<file path="config.mk">
export PLATFORM = sky130hd
export DESIGN_NAME = uart_rx_frame_counter_flat
export DESIGN_NICKNAME = d
export VERILOG_FILES = /design/src/rtl/uart_rx_frame_counter_if.sv /design/src/rtl/uart_rx_frame_counter.sv /design/src/flat_wrapper.sv
export SDC_FILE = /design/constraint.sdc
export NUM_CORES = 1
export LEC_CHECK = 0
export BUFFER_PORTS_ARGS = -buffer_cell sky130_fd_sc_hd__clkbuf_2
export CAP_MARGIN = 0
export CORE_UTILIZATION = 42
export CTS_CLUSTER_DIAMETER = 80
export DETAILED_ROUTE_END_ITERATION = 6
export SLEW_MARGIN = 0
export SYNTH_ARGS = -nofsm -noshare
export SYNTH_HDL_FRONTEND = slang
export SYNTH_SLANG_ARGS = --single-unit
</file>
<file path="constraint.sdc">
create_clock -name clk -period 2.3 [get_ports clk]
set_input_delay 0 -clock clk [delete_from_list [all_inputs] [get_ports clk]]
set_output_delay 0 -clock clk [all_outputs]
set_load 0.05 [all_outputs]
</file>
<file path="src/rtl/uart_rx_frame_counter_if.sv">
// Control and status bundle between the RX FSM/sampler and the frame counter.
// master drives enable and the frame configuration; slave is the counter itself.
interface uart_rx_frame_counter_if #(
    parameter int PRESCALE_W = 6
);
    logic                  enable;
    logic [PRESCALE_W-1:0] prescale;
    logic [3:0]            data_len;
    logic                  PAR_EN;
    logic                  stop_bits;

    logic [PRESCALE_W-1:0] edge_cnt;
    logic [3:0]            bit_cnt;
    logic [1:0]            phase;
    logic [3:0]            data_idx;
    logic                  sample_stb;
    logic                  bit_done;
    logic                  frame_done;

    modport master (
        output enable, prescale, data_len, PAR_EN, stop_bits,
        input  edge_cnt, bit_cnt, phase, data_idx, sample_stb, bit_done, frame_done
    );

    modport slave (
        input  enable, prescale, data_len, PAR_EN, stop_bits,
        output edge_cnt, bit_cnt, phase, data_idx, sample_stb, bit_done, frame_done
    );
endinterface

</file>
<file path="src/rtl/uart_rx_frame_counter.sv">
// UART RX edge/bit/frame counter with runtime oversampling ratio and decoded strobes.
// Optional feature macro: UART_RX_CNT_STOP2_EN (honour stop_bits for two stop bits).
module uart_rx_frame_counter #(
    parameter int PRESCALE_W    = 6,
    parameter int MAX_DATA_BITS = 8
) (
    input  logic                  clk,
    input  logic                  ARST,
    uart_rx_frame_counter_if.slave bus
);
    localparam logic [1:0] PH_START  = 2'd0;
    localparam logic [1:0] PH_DATA   = 2'd1;
    localparam logic [1:0] PH_PARITY = 2'd2;
    localparam logic [1:0] PH_STOP   = 2'd3;

    logic [PRESCALE_W-1:0] edge_cnt;
    logic [3:0]            bit_cnt;
    logic                  active;

    logic [PRESCALE_W-1:0] p_sh;
    logic [3:0]            d_sh;
    logic                  par_sh;
    logic [3:0]            n_sh;

    logic [PRESCALE_W-1:0] p_in;
    logic [3:0]            d_in;
    logic [3:0]            n_in;
    logic                  stop2;

`ifdef UART_RX_CNT_STOP2_EN
    assign stop2 = bus.stop_bits;
`else
    logic stop_bits_unused;
    assign stop_bits_unused = bus.stop_bits;
    assign stop2            = 1'b0;
`endif

    always_comb begin
        p_in = (bus.prescale < PRESCALE_W'(4)) ? PRESCALE_W'(4) : bus.prescale;
        if (bus.data_len < 4'd5)
            d_in = 4'd5;
        else if (bus.data_len > 4'(MAX_DATA_BITS))
            d_in = 4'(MAX_DATA_BITS);
        else
            d_in = bus.data_len;
        // start + data + parity + first stop, plus the optional second stop
        n_in = 4'd2 + d_in + {3'b000, bus.PAR_EN} + {3'b000, stop2};
    end

    logic [PRESCALE_W-1:0] mid;
    logic                  last_edge;
    logic                  last_bit;

    assign mid       = p_sh >> 1;
    assign last_edge = (edge_cnt == p_sh - PRESCALE_W'(1));
    assign last_bit  = (bit_cnt == n_sh - 4'd1);

    always_ff @(posedge clk or posedge ARST) begin
        if (ARST) begin
            edge_cnt <= '0;
            bit_cnt  <= '0;
            active   <= 1'b0;
            p_sh     <= PRESCALE_W'(4);
            d_sh     <= 4'd5;
            par_sh   <= 1'b0;
            n_sh     <= 4'd7;
        end else if (!bus.enable) begin
            edge_cnt <= '0;
            bit_cnt  <= '0;
            active   <= 1'b0;
        end else begin
            active <= 1'b1;
            // Config is sampled only at frame boundaries so a frame never changes shape mid-flight.
            if (!active || (last_edge && last_bit)) begin
                p_sh   <= p_in;
                d_sh   <= d_in;
                par_sh <= bus.PAR_EN;
                n_sh   <= n_in;
            end
            if (last_edge) begin
                edge_cnt <= '0;
                bit_cnt  <= last_bit ? 4'd0 : bit_cnt + 4'd1;
            end else begin
                edge_cnt <= edge_cnt + PRESCALE_W'(1);
            end
        end
    end

    always_comb begin
        bus.phase    = PH_STOP;
        bus.data_idx = 4'd0;
        if (bit_cnt == 4'd0) begin
            bus.phase = PH_START;
        end else if (bit_cnt <= d_sh) begin
            bus.phase    = PH_DATA;
            bus.data_idx = bit_cnt - 4'd1;
        end else if (par_sh && (bit_cnt == d_sh + 4'd1)) begin
            bus.phase = PH_PARITY;
        end
    end

    assign bus.edge_cnt   = edge_cnt;
    assign bus.bit_cnt    = bit_cnt;
    assign bus.sample_stb = bus.enable && ((edge_cnt == mid - PRESCALE_W'(1)) ||
                                           (edge_cnt == mid) ||
                                           (edge_cnt == mid + PRESCALE_W'(1)));
    assign bus.bit_done   = bus.enable && last_edge;
    assign bus.frame_done = bus.enable && last_edge && last_bit;
endmodule
</file>
<file path="src/flat_wrapper.sv">
// flat-port wrapper written by rule: the top's interface ports become plain ports
module uart_rx_frame_counter_flat 
#(
    parameter int PRESCALE_W    = 6,
    parameter int MAX_DATA_BITS = 8
)
  (clk, ARST, bus_enable, bus_prescale, bus_data_len, bus_PAR_EN, bus_stop_bits, bus_edge_cnt, bus_bit_cnt, bus_phase, bus_data_idx, bus_sample_stb, bus_bit_done, bus_frame_done);
  uart_rx_frame_counter_if #(.PRESCALE_W(PRESCALE_W)) bus_i ();
  input  logic clk;
  input  logic ARST;
  input wire logic [$bits(bus_i.enable)-1:0] bus_enable;
  input wire logic [$bits(bus_i.prescale)-1:0] bus_prescale;
  input wire logic [$bits(bus_i.data_len)-1:0] bus_data_len;
  input wire logic [$bits(bus_i.PAR_EN)-1:0] bus_PAR_EN;
  input wire logic [$bits(bus_i.stop_bits)-1:0] bus_stop_bits;
  output wire logic [$bits(bus_i.edge_cnt)-1:0] bus_edge_cnt;
  output wire logic [$bits(bus_i.bit_cnt)-1:0] bus_bit_cnt;
  output wire logic [$bits(bus_i.phase)-1:0] bus_phase;
  output wire logic [$bits(bus_i.data_idx)-1:0] bus_data_idx;
  output wire logic [$bits(bus_i.sample_stb)-1:0] bus_sample_stb;
  output wire logic [$bits(bus_i.bit_done)-1:0] bus_bit_done;
  output wire logic [$bits(bus_i.frame_done)-1:0] bus_frame_done;
  assign bus_i.enable = bus_enable;
  assign bus_i.prescale = bus_prescale;
  assign bus_i.data_len = bus_data_len;
  assign bus_i.PAR_EN = bus_PAR_EN;
  assign bus_i.stop_bits = bus_stop_bits;
  assign bus_edge_cnt = bus_i.edge_cnt;
  assign bus_bit_cnt = bus_i.bit_cnt;
  assign bus_phase = bus_i.phase;
  assign bus_data_idx = bus_i.data_idx;
  assign bus_sample_stb = bus_i.sample_stb;
  assign bus_bit_done = bus_i.bit_done;
  assign bus_frame_done = bus_i.frame_done;
  uart_rx_frame_counter #(.PRESCALE_W(PRESCALE_W), .MAX_DATA_BITS(MAX_DATA_BITS)) u_core (.clk(clk), .ARST(ARST), .bus(bus_i));
endmodule
</file>
==> flow_summary_export.csv <==
group,metric,value,unit
die,die_x,72.6,um
final_layout,layout_commonest_cell,"buf_4",
die,dieHeight,72.6,um
clock_tree,cts_tree,"built",
pwr,power_frac_clock,23.0,%
run,cap_violations,0,
final_layout,final_cell_area,2800,sq um
pwr,intPower,1090,uW
clock_tree,clk_pin_slew_worst_paths,0.10,ns
sta,fin_crit_sh,101,%
clock_tree,clock_path_buffers,2,
worst_setup_path,path_max_fanout,15,
final_layout,layout.nets,310,
synthesis,synth_edf_count,0,
synthesis,netlist_area,2090,sq um
die,ios,34,
worst_setup_path,critPathSlowestCell,"dfstp_2",
run_status,failed_checks,"negative setup slack",
pwr,total_power,1690,uW
global_routing,grt_pass1_vias,1603,
synthesis,syn_inst,217,
clock_tree,clk_latency,0.28,ns
routing,drc,0,
synthesis,yosysWarnings,0,
routing,dr.pass1.iters,4,
final_layout,areaGrowthSynthToFinish,33.8,%
global_routing,grt_max_degree,27,
sta,fin_setup_tns,-0.121,ns
die,core_area,4750,sq um
clock_tree,clock_sinks,26,
synthesis,ys_ff_latch,26,
global_routing,grt_pass1_wl,7690,um
routing,ant_nets,0,
pwr,p_sw,595,uW
synthesis,synth_cell_type_count,49,
placement,io_buffers,32,
pwr,p_sw_share,35.3,%
clock_tree,cts_buffers,3,
final_layout,nFillCells,418,
die,rows,25,
worst_setup_path,r2r_slack,-0.03,ns
worst_setup_path,crit_path_end_kind,"flip-flop",
routing,drt_iter0_drc,72,
sta,fmax,429,MHz
final_layout,antennaDiodeCount,0,
final_layout,final_cell_mix,"buf_4 (28), clkbuf_2 (26), nor2_1 (16), dfrtp_1 (16)",
clock_tree,root_buffer,"clkbuf_8",
routing,vias_per_cell,4.99,
routing,vias,1721,
synthesis,yosysSeqAreaShare,31.5,%
sta,hold_viol_final,0,
synthesis,async_flop_share,100,%
die,die_area,5270,sq um
die,initial_core_util,44.0,%
clock_tree,cts_max_level,1,
worst_setup_path,critPathRequiredTime,2.47,ns
synthesis,syn-num-nets,248,
synthesis,ys.flop_type,"dfrtp_1",
routing,routed_wl,4470,um
synthesis,avgSynthCellArea,9.64,sq um
worst_setup_path,r2r_start,"u_core.p_sh[2]",
pwr,irDropWorstVdd,0.000252,V
pwr,powerDensity,603,nW/um^2
worst_setup_path,crit_chain,"inv_4, ha_4, a21boi_4, and3_4, o2111ai_4, a2111oi_4, o21ai_2, buf_12, mux2_4",
hold_path,holdCritPathClass,"in -> reg",
global_routing,grt_usage,18.9,%
worst_setup_path,reg2reg_depth,9,
pwr,sequentialPowerShare,34.4,%
worst_setup_path,slowest_delay,0.57,ns
run_status,status,"finished, violations left",
global_routing,overflow,0,
final_layout,drive_above_1_share,38.8,%
worst_setup_path,worstSetupPathType,"reg -> reg",
sta,tightest_slew,0.397,ns
placement,placed_cell_area,2460,sq um
worst_setup_path,crit_path_end,"u_core.p_sh[3]",
pwr,pwr-share-comb,42.7,%
pwr,p_leak,0.00132,uW
worst_setup_path,critical_path_arrival,2.50,ns
global_routing,grt_antenna_before_repair,0,
sta,whs,0.0339,ns
sta,worst_slack,-0.0306,ns
routing,routedWlPerCell,13.0,um
sta,rsz0062_at_grt,"true",
final_layout,fin_util,58.9,%
worst_setup_path,rr_endpoint,"u_core.p_sh[3]",
sta,slew_headroom,73.2,%
sta,slew_viol_final,0,
sta,finalSetupViolations,7,
placement,globalplace.congestion,0.777,
worst_setup_path,start_kind,"flip-flop",
sta,min_period,2.33,ns
worst_setup_path,crit_path_start,"u_core.p_sh[2]",
placement,dp_hpwl,3300,um
sta,clock_skew,0.00434,ns
final cells by class:
type	instances	area [sq um]	area share [%]
clock buffer	3	41.3	1.48
clock inverter	1	30.0	1.07
inverter	18	72.6	2.59
multi-input combinational	163	1400	50.1
sequential	26	663	23.7
tap	67	83.8	3.00
timing repair buffer	67	505	18.1
worst min-delay path by stage:
stage | start | end | slack [ns] | depth (start not counted)
after floorplan | bus_enable | u_core.active | 0.03 | 0
after global placement | ARST | u_core.par_sh | 0.06 | 3
after detailed placement | ARST | u_core.par_sh | 0.06 | 3
after CTS | bus_enable | u_core.active | 0.03 | 1
after global routing | bus_enable | u_core.active | 0.03 | 1
final | bus_enable | u_core.active | 0.03 | 1
Yosys cell counts, drive strengths merged, types with 4 or more instances:
library cell   n  area share (%)
dfrtp         20              24
inv           18             3.2
nor2          18             3.2
ha            16             9.6
xnor2         16             6.7
xor2          15             6.3
mux2          12             7.5
buf            8             2.6
nand2          8             1.4
a31oi          6             2.1
dfstp          6             7.5
nand2b         5             1.5
nand3          5             1.2
nand4          5             1.5
nor3           5             1.2
and3           4             1.2
mux2i          4             1.9
nor2b          4             1.2
o21a           4             1.4
o21ai          4             1.1
power by group through the flow:
stage | combinational, uW | clock (uW) | sequential, uW
floorplan | 450 | 0 | 610
global placement | 624 | 0 | 584
detailed placement | 628 | 0 | 586
CTS | 698 | 401 | 578
global route | 791 | 420 | 588
finish | 720 | 388 | 580
worst max-delay path: cells and delay by family (launching register included):
family / cells / cell delay (ns)
AND/OR/NAND/NOR: 1 / 0.23
adder cells (fa/ha/maj): 1 / 0.16
buffers and inverters: 2 / 0.22
flip-flops: 1 / 0.57
AO/OA/AOI/OAI: 4 / 0.75
multiplexers: 1 / 0.29
cells by family after synthesis:
kind of cell	share of synthesized area, %
multiplexers	9.45
AND/OR/NAND/NOR	17.4
adder cells (fa/ha/maj)	9.57
buffers and inverters	6.22
XOR/XNOR	13.0
flip-flops	31.5
AO/OA/AOI/OAI	12.9
routing by layer:
layer | global-route usage (%) | routed length (um) | vias to the layer above
met5 | 0 | 0 | -
met4 | 5.66 | 50 | 0
met3 | 3.31 | 176 | 5
met2 | 27.2 | 1920 | 44
met1 | 28.6 | 2320 | 791
li1 | - | - | 881
repair_timing:
| item | CTS | global route |
|---|---|---|
| buffers inserted | 7 | 2 |
| gates resized for setup | 17 | 16 |
| endpoints found under the setup margin | 8 | 29 |
| pin swaps | 5 | 6 |
| hold endpoints to repair | 26 | 0 |
| hold buffers | 7 | 0 |
sequential cells by signal, indices dropped and copies added (netlist names):
| signal | count |
|---|---|
| u_core.active | 1 |
| u_core.bus.bit_cnt | 4 |
| u_core.bus.edge_cnt | 6 |
| u_core.d_sh | 4 |
| u_core.n_sh | 4 |
| u_core.p_sh | 6 |
| u_core.par_sh | 1 |
stage by stage:
stage | cells | setup WS [ns]
floorplan | 217 | -0.0595
global placement | 325 | 0.0306
detailed placement | 325 | 0.0139
CTS | 343 | -0.0179
global route | 345 | -0.112
finish | 345 | -0.0306
(Power assumes the default switching activity.)
